[config.mk]
export PLATFORM = sky130hd
export DESIGN_NAME = rr_mux_arbiter8x8
export DESIGN_NICKNAME = d
export VERILOG_FILES = /design/src/rtl/rr_mux_arbiter8x8.sv
export SDC_FILE = /design/constraint.sdc
export NUM_CORES = 1
export LEC_CHECK = 0
export BUFFER_PORTS_ARGS = -buffer_cell sky130_fd_sc_hd__clkbuf_2
export CAP_MARGIN = 15
export CORE_UTILIZATION = 51
export CTS_CLUSTER_SIZE = 10
export DETAILED_ROUTE_END_ITERATION = 6
export GPL_TIMING_DRIVEN = 0
export PLACE_DENSITY = 0.87
export RECOVER_POWER = 50
export SLEW_MARGIN = 0
export SYNTH_ARGS = -nofsm -noshare
export SYNTH_HDL_FRONTEND = slang
export SYNTH_SLANG_ARGS = --single-unit
[constraint.sdc]
create_clock -name CLK -period 7.6 [get_ports CLK]
set_input_delay 0.38 -clock CLK [delete_from_list [all_inputs] [get_ports CLK]]
set_output_delay 0.38 -clock CLK [all_outputs]
set_load 0.05 [all_outputs]
[src/rtl/rr_mux_arbiter8x8.sv]
// rr_mux_arbiter8x8: eight 8-bit requesters share one registered output.
// A round-robin arbiter picks a requester while idle and holds that grant
// for a whole packet (until a word with LAST is transferred). The output
// stage is a single register slice with a valid/ready handshake.
module rr_mux_arbiter8x8 (
  input  logic       CLK,
  input  logic       ASYNCRESETN,
  input  logic [7:0] I0,
  input  logic [7:0] I1,
  input  logic [7:0] I2,
  input  logic [7:0] I3,
  input  logic [7:0] I4,
  input  logic [7:0] I5,
  input  logic [7:0] I6,
  input  logic [7:0] I7,
  input  logic [7:0] REQ_VALID,
  input  logic [7:0] REQ_LAST,
  output logic [7:0] REQ_READY,
  output logic [7:0] O,
  output logic       O_VALID,
  output logic       O_LAST,
  input  logic       O_READY,
  output logic [2:0] SEL,
  output logic       BUSY
);

  localparam logic [0:0] IDLE  = 1'b0;
  localparam logic [0:0] GRANT = 1'b1;

  logic [0:0] state;
  logic [2:0] ptr;         // index of the requester served last
  logic [2:0] pick;        // round-robin winner for the current REQ_VALID
  logic [7:0] din [8];
  logic       space;
  logic       xfer;

  assign din[0] = I0;
  assign din[1] = I1;
  assign din[2] = I2;
  assign din[3] = I3;
  assign din[4] = I4;
  assign din[5] = I5;
  assign din[6] = I6;
  assign din[7] = I7;

  // The output slice can take a word when it is empty or being drained.
  assign space     = !O_VALID || O_READY;
  assign xfer      = (state == GRANT) && REQ_VALID[SEL] && space;
  assign REQ_READY = xfer ? (8'b1 << SEL) : 8'b0;
  assign BUSY      = (state == GRANT);

  // Round-robin scan: ptr+1, ptr+2, ..., ptr+8 (== ptr itself, scanned last).
  always_comb begin
    // NOTE: pick gets a default before the loop so no path leaves it
    // unassigned; otherwise synthesis would infer a latch.
    pick = ptr;
    for (int i = 8; i >= 1; i--) begin
      if (REQ_VALID[ptr + 3'(i)]) begin
        pick = ptr + 3'(i);
      end
    end
  end

  // Arbitration FSM: grab a winner in IDLE, release after the LAST word.
  always_ff @(posedge CLK or negedge ASYNCRESETN) begin
    // NOTE: every register here and below is reset (there is no memory
    // array), and all state updates use non-blocking assignments so the
    // reads in this block see pre-edge values regardless of process order.
    if (!ASYNCRESETN) begin
      state <= IDLE;
      ptr   <= 3'd7;
      SEL   <= 3'd0;
    end else if (state == IDLE) begin
      if (|REQ_VALID) begin
        SEL   <= pick;
        state <= GRANT;
      end
    end else begin
      if (xfer && REQ_LAST[SEL]) begin
        state <= IDLE;
        ptr   <= SEL;
      end
    end
  end

  // Output register slice: load on transfer, drop valid once drained.
  always_ff @(posedge CLK or negedge ASYNCRESETN) begin
    if (!ASYNCRESETN) begin
      O       <= 8'h00;
      O_LAST  <= 1'b0;
      O_VALID <= 1'b0;
    end else if (xfer) begin
      O       <= din[SEL];
      O_LAST  <= REQ_LAST[SEL];
      O_VALID <= 1'b1;
    end else if (O_READY) begin
      O_VALID <= 1'b0;
    end
  end

endmodule

# --- Word level (Yosys, flattened, before mapping) ---
# Index checks and enable logic that the tools add are counted.
word_totals:
  register_bits: 17
  output_inout_bits: 22
  word_cells: 68
  inputBits: 83
op_classes:
  magnitude_cmp: 9
  addsub: 7
  n_bitwise: 2
  muxes: 34
  shift: 1
  reduce_logical: 9
ops:
  columns: ["cell", "n"]
  rows:
  - ["less-than comparator 3 x 4 -> 1 bit, second input constant", 8]
  - ["binary-select mux 1 bit (select 3 bit)", 9]
  - ["binary-select mux 8 bit (select 3 bit)", 1]
  - ["two-way mux 8 bit", 3]
  - ["two-way mux 3 bit", 7]
  - ["two-way mux 1 bit", 14]
  - ["adder 3 bit, second input constant", 4]
  - ["OR reduction 8 bit", 1]
  - ["<< shifter 1 x 3 -> 8 bit, first input constant", 1]
  - ["adder 3 x 2 -> 3 bit, second input constant", 2]
  - ["greater-or-equal comparator 4 bit, second input constant", 1]
  - ["NOT 3 -> 4 bit", 1]
  - ["AND reduction 2 bit", 2]
  - ["adder 3 x 1 -> 3 bit, second input constant", 1]
  - ["logical AND 1 bit", 3]
  - ["nonzero test 2 bit", 1]
  - ["zero test 1 bit", 1]
  - ["logical OR 1 bit", 1]
  - ["NOT 1 bit", 1]

# --- Logic depth before layout (Yosys ltp) ---
# Gate-level depths: netlist of run 1.
logic_depth:
  ltp_word: 10
  depth_mapped: 12
  ltp_nobuf: 8

# --- Least setup slack after synthesis of run 1 ---
# Ideal clock, no wire load.
synth_path:
  path_kind: "reg-to-output"
  startpoint: "reg SEL[0]"
  endpoint: "out REQ_READY[0]"
  setup_slack_ns: 4.054
  n_path_buf: 2
  stages_incl_launch_ff: 7
  t_arrival_ns: 3.166
  required_time_ns: 7.220
  path_cell_list: "dfrtp_1 -> buf_2 -> mux4_2 -> mux2i_1 -> nand3b_1 -> buf_2 -> nor4_1"
synth_via:
  elab_chain_len: 5
  elab_cells_between_ends: 6
  cone_classes: "shift: 1; mux: 3; reduce/logical: 2"
synth_rtl:
  columns: ["element", "line", "rtl"]
  rows:
  - ["start: declaration", "23", "output logic [2:0] SEL,"]
  - ["start signal: assignment", "75", "SEL <= pick;"]
  - ["binary-select mux 1 bit (select 3 bit)", "48", "assign xfer = (state == GRANT) && REQ_VALID[SEL] && space;"]
  - ["two-way mux 1 bit (not written as such)", "48", null]
  - ["logical AND 1 bit (2 in series)", "48", null]
  - ["two-way mux 8 bit *", "49", "assign REQ_READY = xfer ? (8'b1 << SEL) : 8'b0;"]
  - ["end: declaration", "18", "output logic [7:0] REQ_READY,"]
# Mark *: on every way between the ends. The rest lies on a longest branch, timed or not. The select of a mux whose other input is x is not followed.

# --- Final worst setup path of run 1 ---
layout_path:
  startpoint: "reg ptr[0]"
  endpoint: "reg SEL[1]"
layout_via:
  elab_chain_len: 10
  elab_cells_between_ends: 28
  cone_classes: "add/sub: 7; mux: 21"
layout_rtl:
  columns: ["element", "line", "rtl"]
  rows:
  - ["start: declaration", "31", "logic [2:0] ptr;"]
  - ["start signal: assignment", "71", "ptr <= 3'd7;"]
  - ["start signal: assignment", "81", "ptr <= SEL;"]
  - ["adder 3 bit", "58, 59", null]
  - ["binary-select mux 1 bit (select 3 bit)", "58", "if (REQ_VALID[ptr + 3'(i)]) begin"]
  - ["two-way mux 1 bit (not written as such)", "58", null]
  - ["two-way mux 3 bit (6 in series)", "58", null]
  - ["two-way mux 3 bit *", "58", null]
# Marks and branches as above.
# A chain may end at the register's enable or synchronous reset.

==> results of run 1 <==
[critical path, cell delays in order (launching register included)]
cell                      delay, ns
sky130_fd_sc_hd__dfstp_2       0.55
sky130_fd_sc_hd__buf_6         0.13
sky130_fd_sc_hd__buf_8         0.15
sky130_fd_sc_hd__buf_2         0.24
sky130_fd_sc_hd__inv_1         0.10
sky130_fd_sc_hd__ha_1          0.31
sky130_fd_sc_hd__buf_2         0.24
sky130_fd_sc_hd__mux4_2        0.41
sky130_fd_sc_hd__mux2_2        0.32
sky130_fd_sc_hd__or2_1         0.21
sky130_fd_sc_hd__a21o_1        0.19
sky130_fd_sc_hd__nor2b_1       0.10
sky130_fd_sc_hd__a31oi_1       0.12
[kinds of logic after synthesis]
| group | count (synthesis) | share of synthesized area (%) |
|---|---|---|
| xor+xnor | 3 | 1.211 |
| simple gates | 56 | 12.85 |
| buf+inv | 29 | 6.628 |
| flops | 17 | 19.77 |
| compound gates | 45 | 13.72 |
| mux | 57 | 44.67 |
| fa+ha+maj | 2 | 1.153 |
[worst max-delay path by stage]
| stage | startpoint | end | slack [ns] |
|---|---|---|---|
| CTS | ptr[0] | SEL[1] | 4.41 |
| global placement | ptr[0] | SEL[1] | 4.47 |
| global route | ptr[0] | SEL[1] | 4.18 |
| detailed placement | ptr[0] | SEL[1] | 4.44 |
| finish | ptr[0] | SEL[1] | 4.39 |
| floorplan | SEL[0] | REQ_READY[0] | 4.05 |
[cells in the final DEF, fill, tap and decap left out, types with 3 or more instances in the layout]
| master | count |
|---|---|
| sky130_fd_sc_hd__a22oi_1 | 3 |
| sky130_fd_sc_hd__nand2b_1 | 8 |
| sky130_fd_sc_hd__buf_2 | 12 |
| sky130_fd_sc_hd__dfrtp_1 | 14 |
| sky130_fd_sc_hd__mux2_1 | 3 |
| sky130_fd_sc_hd__o21ai_1 | 12 |
| sky130_fd_sc_hd__a21o_1 | 4 |
| sky130_fd_sc_hd__nor2_1 | 6 |
| sky130_fd_sc_hd__mux2_2 | 3 |
| sky130_fd_sc_hd__nand2_1 | 23 |
| sky130_fd_sc_hd__a31oi_1 | 3 |
| sky130_fd_sc_hd__mux2i_1 | 19 |
| sky130_fd_sc_hd__dfstp_2 | 3 |
| sky130_fd_sc_hd__clkbuf_2 | 91 |
| sky130_fd_sc_hd__clkbuf_8 | 3 |
| sky130_fd_sc_hd__o21ai_0 | 3 |
| sky130_fd_sc_hd__inv_1 | 5 |
| sky130_fd_sc_hd__nor4_1 | 4 |
| sky130_fd_sc_hd__clkbuf_1 | 19 |
| sky130_fd_sc_hd__a21oi_1 | 5 |
| sky130_fd_sc_hd__nor3_1 | 4 |
| sky130_fd_sc_hd__mux4_2 | 31 |
[flip-flops by register name (all words and copies together), names as in the netlist]
name,cells
SEL,3
BUSY,1
ptr,3
O,8
O_LAST,1
O_VALID,1
[metal layers]
metal  vias up  GRT usage [%]
met1      1095          43.00
met2       108          47.38
met4         0          10.11
met3         9          4.730
li1       1030              -
met5         -              0
[through the flow]
step	util (%)	cell area (um2)	cells	hold WS, ns
after floorplan	-	2171	209	0.08441
final	68.36	2774	365	0.2403
after global routing	68.36	2774	365	0.3159
after detailed placement	67.62	2744	361	0.3432
after CTS	68.73	2789	365	0.05664
after global placement	67.62	2744	361	0.3316
[power by group through the flow]
| stage | logic, W | clock network (W) | registers (W) |
|---|---|---|---|
| global placement | 0.000990 | 0 | 0.000164 |
| detailed placement | 0.00102 | 0 | 0.000166 |
| floorplan | 0.000689 | 0 | 0.000285 |
| finish | 0.00102 | 0.0000727 | 0.000165 |
| CTS | 0.00102 | 0.0000729 | 0.000165 |
| global route | 0.00111 | 0.0000744 | 0.000170 |
[final cells by class]
| type | count | area share [%] |
|---|---|---|
| well taps | 50 | 2.255 |
| clock buffers | 4 | 1.624 |
| repair buffers | 102 | 17.86 |
| plain buffers | 22 | 4.240 |
| flip-flops and latches | 17 | 15.47 |
| inverters | 7 | 0.9472 |
| multi-input cells | 163 | 57.60 |
==> results by stage, run 1 <==
Route:
- The initial detailed-routing violation count is roughly 140.
- Detailed routing placed a total of roughly 3.4 mm of wire on met2.
- For this block, wires on met1 add up to around 2.7 mm.
- The count of TritonRoute iterations in the first routing pass is 4.
- The highest routing layer actually used is met4.
- In the routed layout, each cell is associated on average with a via count of between 6 and 7.
- The remaining routing DRC violations is 0.
- In the final routed layout, each cell accounts on average for ~18 um.
- The total number of vias is 2242.
- In the detailed route, the total length drawn on met3 is 413 um.
- The number of nets still failing antenna checks after routing is 0.
- The routed wire length is approximately 6.6 mm.

Clocking:
- At the later pin of the worst-skew pair, clock insertion delay measures approximately 0.27 ns.
- The count of cells resized by post-cts repair is 0.
- The number of buffers added for setup after CTS is 0.
- The total clock sinks is 17.
- In this run the number of H-tree levels came out at 1.
- The root buffer cell is sky130_fd_sc_hd__clkbuf_8.
- Buffers inserted to repair hold after CTS numbered 0.
- TritonCTS built the clock tree.
- The maximum buffer depth of the clock tree is 2.
- In this run, CTS created clock tree buffers numbering 3.
- The clock transition at the registers of the reported paths is approximately 0.07 ns.

Global routing:
- The residual overflow from global routing is 0.
- The via count of the first global-routing pass is approximately 2100.
- The number of antenna violations at the first check in global routing came to 0.
- Across every metal layer, demand over resource in global routing totals a little under a third.
- The first global-routing pass estimated about 10 mm of wire.
- Entering global routing, the biggest net connects 18 pins.

Outcome:
- The run finished with clean final reports.

Finish:
- Fill cells in the final layout number 320.
- The fraction of final layout cells sized beyond drive strength 1 is 47.94%.
- Summing all flip-flop and latch instances after layout gives between 400 and 500 um2.
- For this run, the post-layout net count is about 400.
- The area added between synthesis and finish is 27.78%.
- The number of antenna diodes in the final layout is 0.
- The area used by multi-input combinational logic is 0.001598 mm2.

Logic synthesis:
- After synthesis, the largest area contributor takes up roughly a third of total cell area.
- The commonest register cell after synthesis is sky130_fd_sc_hd__dfrtp_1.
- The post-synth net total is between 200 and 300.
- Each instance of the synthesized netlist takes up on average between 10 and 15 um2.
- Sorting the synthesized cells by area gives the leading types as sky130_fd_sc_hd__mux4_2 32%, sky130_fd_sc_hd__dfrtp_1 16%, sky130_fd_sc_hd__mux2i_1 8.8%.
- The cell area after technology mapping is ~0.0022 mm2.
- The most used standard cell by instance count after synthesis is sky130_fd_sc_hd__mux4_2.
- Yosys mapped the design onto 49 distinct sky130hd cell types.
- The number of enable flip-flop cells after synthesis is 0.
- The cell type contributing the most total cell area after synthesis is sky130_fd_sc_hd__mux4_2.
- Sequential elements use roughly a fifth of the synthesized area.
- In the synthesized netlist the async set-or-reset flop fraction comes to 100.0%.
- Ranked by instance count, the synthesized netlist is headed by 31 x sky130_fd_sc_hd__mux4_2, 23 x sky130_fd_sc_hd__nand2_1, 19 x sky130_fd_sc_hd__mux2i_1.
- The register bit total from synthesis is 17.
- The number of instances in the synthesized netlist is roughly 210.
- The Yosys step of the flow raised 0 warnings.

Power:
- The power per cell area is approximately 450 mW/mm2.
- The maximum vdd ir drop is approximately 0.00033 V.
- Per report_power, the clock group accounts for under 10% of the total.
- Cell internal power was estimated by the tool at just under 0.0006 W.
- Net switching is roughly 53% of the power.
- Combinational logic is responsible for 81.2% of the overall power.
- Of the total power, registers draw between 10% and 20%.
- The overall power consumption is approximately 0.0013 W.
- The switching power total is 0.0006707 W.
- The leakage power figure is around 1.3 nW.

STA:
- In the post-route analysis, the smallest setup slack over all paths is approximately 4.4 ns.
- Dividing the final minimum period by the clock period gives a little over two fifths.
- The final hold violation count came to 0.
- The time the final worst path needs with I/O delays and setup is about 3.2 ns.
- The clock skew after layout is around 0.0062 ns.
- Setup violations remaining at the end of the flow were counted as 0.
- Setup repair after global routing left no endpoint under its margin.
- The peak clock frequency supported by timing is 311.2 MHz.
- Setup total negative slack on the finished layout was measured at 0 ns.
- The count of final max-slew check failures came to 0.
- The max-slew headroom at the worst pin is between 30% and 40%.
- For the pin with the worst max-slew slack, the measured transition is roughly 0.97 ns.

Floorplan:
- The die covers about 0.0045 mm2.
- The total area inside the core boundary comes to around 0.004 mm2.
- The x dimension of the die is approximately 67 um.
- The overall die height is 67.24 um.
- After floorplanning, the core was divided into 23 placement rows.
- Pin placement for this block handled 105 I/O pins.
- The starting utilization of the core area is 53.50%.

Placement:
- The congestion estimate from routability-driven global placement came to ~0.92.
- The number of buffers added on ports is 102.
- The worst slack at placement is about 4.4 ns.
- The half-perimeter wire length after detailed placement is roughly 5.2 mm.

Worst setup path:
- The worst register-to-register path has a depth of 12.
- Setup slack on the worst reg-to-reg path comes out at about 4.4 ns.
- The kind of start point of the critical path is a flop.
- The start of the worst register-to-register path is ptr[0].
- The critical path in this run is classified as flop to flop.
- Along the worst path, the maximum fanout reaches 10.
- Data on the critical path is required at its endpoint by approximately 7.7 ns.
- The kind of end point of the critical path is a flop.
- The end of the worst register-to-register path is SEL[1].
- Data on the critical path arrives at its endpoint at between 3 and 4 ns.

Flow run:
- Max-cap violations in this run came to 0.

Worst hold path:
- The worst hold-check path type is input port to async pin.
(Power assumes the default switching activity.)
==> inputs of run 2 (changes only) <==
Settings changed: CORE_UTILIZATION 51 to 43, PLACE_DENSITY 0.87 to 0.78.
Clock period 7.6 ns to 2.9 ns, I/O delays scaled along.
==> results by stage, run 2 (synthesis gave the netlist of run 1 again) <==
Finish:
- The largest registers in the layout are O: 8 flops, SEL: 3 flops, ptr: 3 flops.
- The fraction of final layout cells sized beyond drive strength 1 was 50.76% (+2.8 points).
- More flip-flops sit in one register than any other, and that register is O.
- The area used by multi-input combinational logic is 0.001627 mm2 (+1.8%).
- Leaving out fill and tap cells, the most frequent cell in the layout is sky130_fd_sc_hd__clkbuf_2.
- In the layout the commonest cells are 91 x sky130_fd_sc_hd__clkbuf_2, 31 x sky130_fd_sc_hd__mux4_2, 23 x sky130_fd_sc_hd__nand2_1.
- The antenna diode instance count is 0 (unchanged).
- The fill cell instance count of the final layout was 415 (+30%).
- The flip-flop count of the largest register after layout is 8 (unchanged).
- The number of nets in the final layout is 415 (+3.5%).
- The area growth from synthesis to layout is 36.25%.
- The total area of sequential cells is 429.2 um2 (unchanged).

STA:
- The time the final worst path needs with I/O delays and setup is 2.811 ns (-0.4021 ns).
- The actual transition at the worst max-transition pin is 0.9595 ns (-0.008297 ns).
- The post-route worst setup slack is 0.08871 ns (-4.298 ns).
- The clock skew after layout was 0.003710 ns (-0.002452 ns).
- The peak clock frequency supported by timing is 355.7 MHz (+14%).
- The max-slew headroom at the worst pin came to 36.04% (+0.55 points).
- The count of final setup violators is 0 (unchanged).
- The final hold violation count is 0 (unchanged).
- The period utilization came to 96.94% (+55 points).
- The count of final max-slew check failures is 0 (unchanged).

Global routing:
- The number of antenna violations at the first check in global routing is 0 (unchanged).
- The via count of the first global-routing pass is 2102 (+1.6%).
- The largest net degree at the start of global routing is 18 (unchanged).
- The residual overflow from global routing was 0 (unchanged).
- The first-pass GRT wire length is 10.18 mm (+1.9%).
- The total global routing track utilization came to 25.07% (-5.3 points).

Route:
- The number of nets still failing antenna checks after routing came to 0 (unchanged).
- The total number of vias was 2288 (+2.1%).
- The routed via count divided by cell count is 5.778 (-5.9%).
- The remaining routing DRC violations is 0 (unchanged).
- The detailed-route wire length per cell is 16.82 um (-6.6%).
- The initial detailed-routing violation count was 156 (+8.3%).
- The routed wire length is 6.662 mm (+1.3%).
- The count of TritonRoute iterations in the first routing pass came to 4 (unchanged).

Placement:
- The routability congestion estimate is 0.9023 (-1.8%).
- The half-perimeter wire length after detailed placement is 5.150 mm (-1.4%).
- The number of buffers added on ports was 102 (unchanged).
- The worst slack at placement is -0.2644 ns (-4.702 ns).

Worst setup path:
- The kind of start point of the critical path is a flop.
- The critical path class is flop to flop.
- The largest incremental delay on the critical path is 0.54 ns (about the same).
- STA classifies the critical path endpoint as a flop.
- The worst endpoint data arrival time was 2.91 ns (-0.41 ns).
- The worst-path maximum fanout came to 10 (unchanged).
- The logic depth of the worst setup path including buffers is 12 (unchanged).
- On the critical path, the stage with the largest delay is an instance of sky130_fd_sc_hd__dfstp_2.
- The kind of cell adding the most delay to the critical path is multiplexers.
- The worst path buffer plus inverter count was 5 (unchanged).
- The worst endpoint required time is 3.00 ns (-4.71 ns).
- The worst-case reg-to-reg path depth is 12 (unchanged).
- The critical path goes through buf_6 > buf_12 > buf_12 > inv_1 > ha_4 > buf_6 > mux4_2 > mux2_4 > or2_1 > a21o_1 > nor2b_1 > a31oi_1.

Clocking:
- The root buffer cell is sky130_fd_sc_hd__clkbuf_8.
- The clock latency of the later-clocked register in the worst-skew pair is 0.25 ns (-0.02 ns).
- The TritonCTS clock tree is done.
- The total clock sinks is 17 (unchanged).
- The maximum buffer depth of the clock tree was 2 (unchanged).
- The number of H-tree branching levels came to 1 (unchanged).
- The CTS buffer count came to 3 (unchanged).
- The clock transition at the registers of the reported paths is 0.07 ns (about the same).

Worst hold path:
- The depth of the worst hold-timing path is 3.
- In this run the worst hold path is classified as input port to flop.

Power:
- The part of the total power dissipated in sequential elements is 12.3% (-0.8 points).
- The internal power contribution is 0.001749 W (+200%).
- The overall power consumption came to 0.003550 W (+180%).
- The switching power total is 0.001801 W (+170%).
- The maximum vdd ir drop is 0.0007161 V (+120%).
- The clock group share of total power is 5.0% (-0.8 points).
- The fraction of power spent switching nets is 50.74% (-2.4 points).
- The leakage power figure is 1.380 nW (+6.4%).
- The power per cell area came to 1200 mW/mm2 (+160%).
- The combinational fraction of design power is 82.7% (+1.5 points).

Floorplan:
- The placement row count came to 25 (+8.7%).
- The overall die height came to 73.05 um (+8.6%).
- The area of the die is 0.005336 mm2 (+18%).
- The core region area is 0.004786 mm2 (+18%).
- The top-level I/O count is 105 (unchanged).
- The x dimension of the die was 73.05 um (+8.6%).
- The starting utilization of the core area was 45.36% (-8.1 points).

Outcome:
- The flow ran to the end, and the final reports show no timing, DRC or antenna violations.

Flow run:
- The number of max-capacitance violations reported is 0 (unchanged).
==> run 2: changes by cell type in the layout (fill, tap and decap cells not counted), sizes merged <==
| cell | before | now |
|---|---|---|
| buf | 15 | 28 |
| dlygate4sd3 | 0 | 1 |
==> run 2: layout make-up <==
cell class / instances / area share, %
Multi-Input combinational cell: 163 / 54.99
Timing Repair Buffer: 116 / 20.39
Sequential cell: 17 / 14.51
Buffer: 22 / 4.865
Tap cell: 67 / 2.834
Clock buffer: 4 / 1.523
Inverter: 7 / 0.8883
==> run 2: what timing repair did <==
action / in CTS / in global routing
pin swaps: 0 / 1
setup endpoints to repair: 3 / 2
hold buffers: 1 / 0
buffers inserted: 2 / 11
resized for setup: 8 / 2
hold endpoints to repair: 14 / 0
==> run 2: path summary, 6_finish.rpt <==
path	from	end	slack [ns]
hold reg to reg	O[6]	O[6]	0.49
hold / removal	O_READY	O_VALID	0.20
setup reg to reg	ptr[0]	SEL[1]	0.09
max in group asynchronous	ASYNCRESETN	O[1]	1.75
setup / recovery	ptr[0]	SEL[1]	0.09
min in group asynchronous	ASYNCRESETN	O[5]	0.57
==> run 2: tightest hold or removal path: stages <==
cell,delay (ns)
sky130_fd_sc_hd__clkbuf_2,0.07
sky130_fd_sc_hd__nand2b_1,0.11
sky130_fd_sc_hd__o21ai_0,0.09
==> run 2: through the flow <==
stage          std cells  setup TNS [ns]  instance area [um2]  hold WS [ns]  util (%)
3_5_place_dp         378         -0.5683                 2770       0.09881     57.88
5_1_grt              396        -0.01035                 2958        0.2303     61.80
4_1_cts              385               0                 2882        0.2148     60.21
3_3_place_gp         378         -0.4212                 2770       0.09906     57.88
6_report             396               0                 2958        0.2041     61.80
2_1_floorplan        209          -1.271                 2176       -0.1506         -
==> run 2: layer usage <==
| layer | wire length (um) | global-route usage [%] | vias up |
|---|---|---|---|
| met1 | 2820 | 35.59 | 1127 |
| met4 | 98 | 5.447 | 0 |
| li1 | - | - | 1054 |
| met2 | 3378 | 40.23 | 97 |
| met5 | 0 | 0 | - |
| met3 | 364 | 4.282 | 10 |
==> run 2: power by group through the flow <==
stage / combinational, W / clock, W / sequential (W)
2_1_floorplan: 0.00181 / 0 / 0.000747
3_3_place_gp: 0.00261 / 0 / 0.000438
3_5_place_dp: 0.00267 / 0 / 0.000439
4_1_cts: 0.00278 / 0.000177 / 0.000437
5_1_grt: 0.00317 / 0.000186 / 0.000452
6_report: 0.00294 / 0.000177 / 0.000437
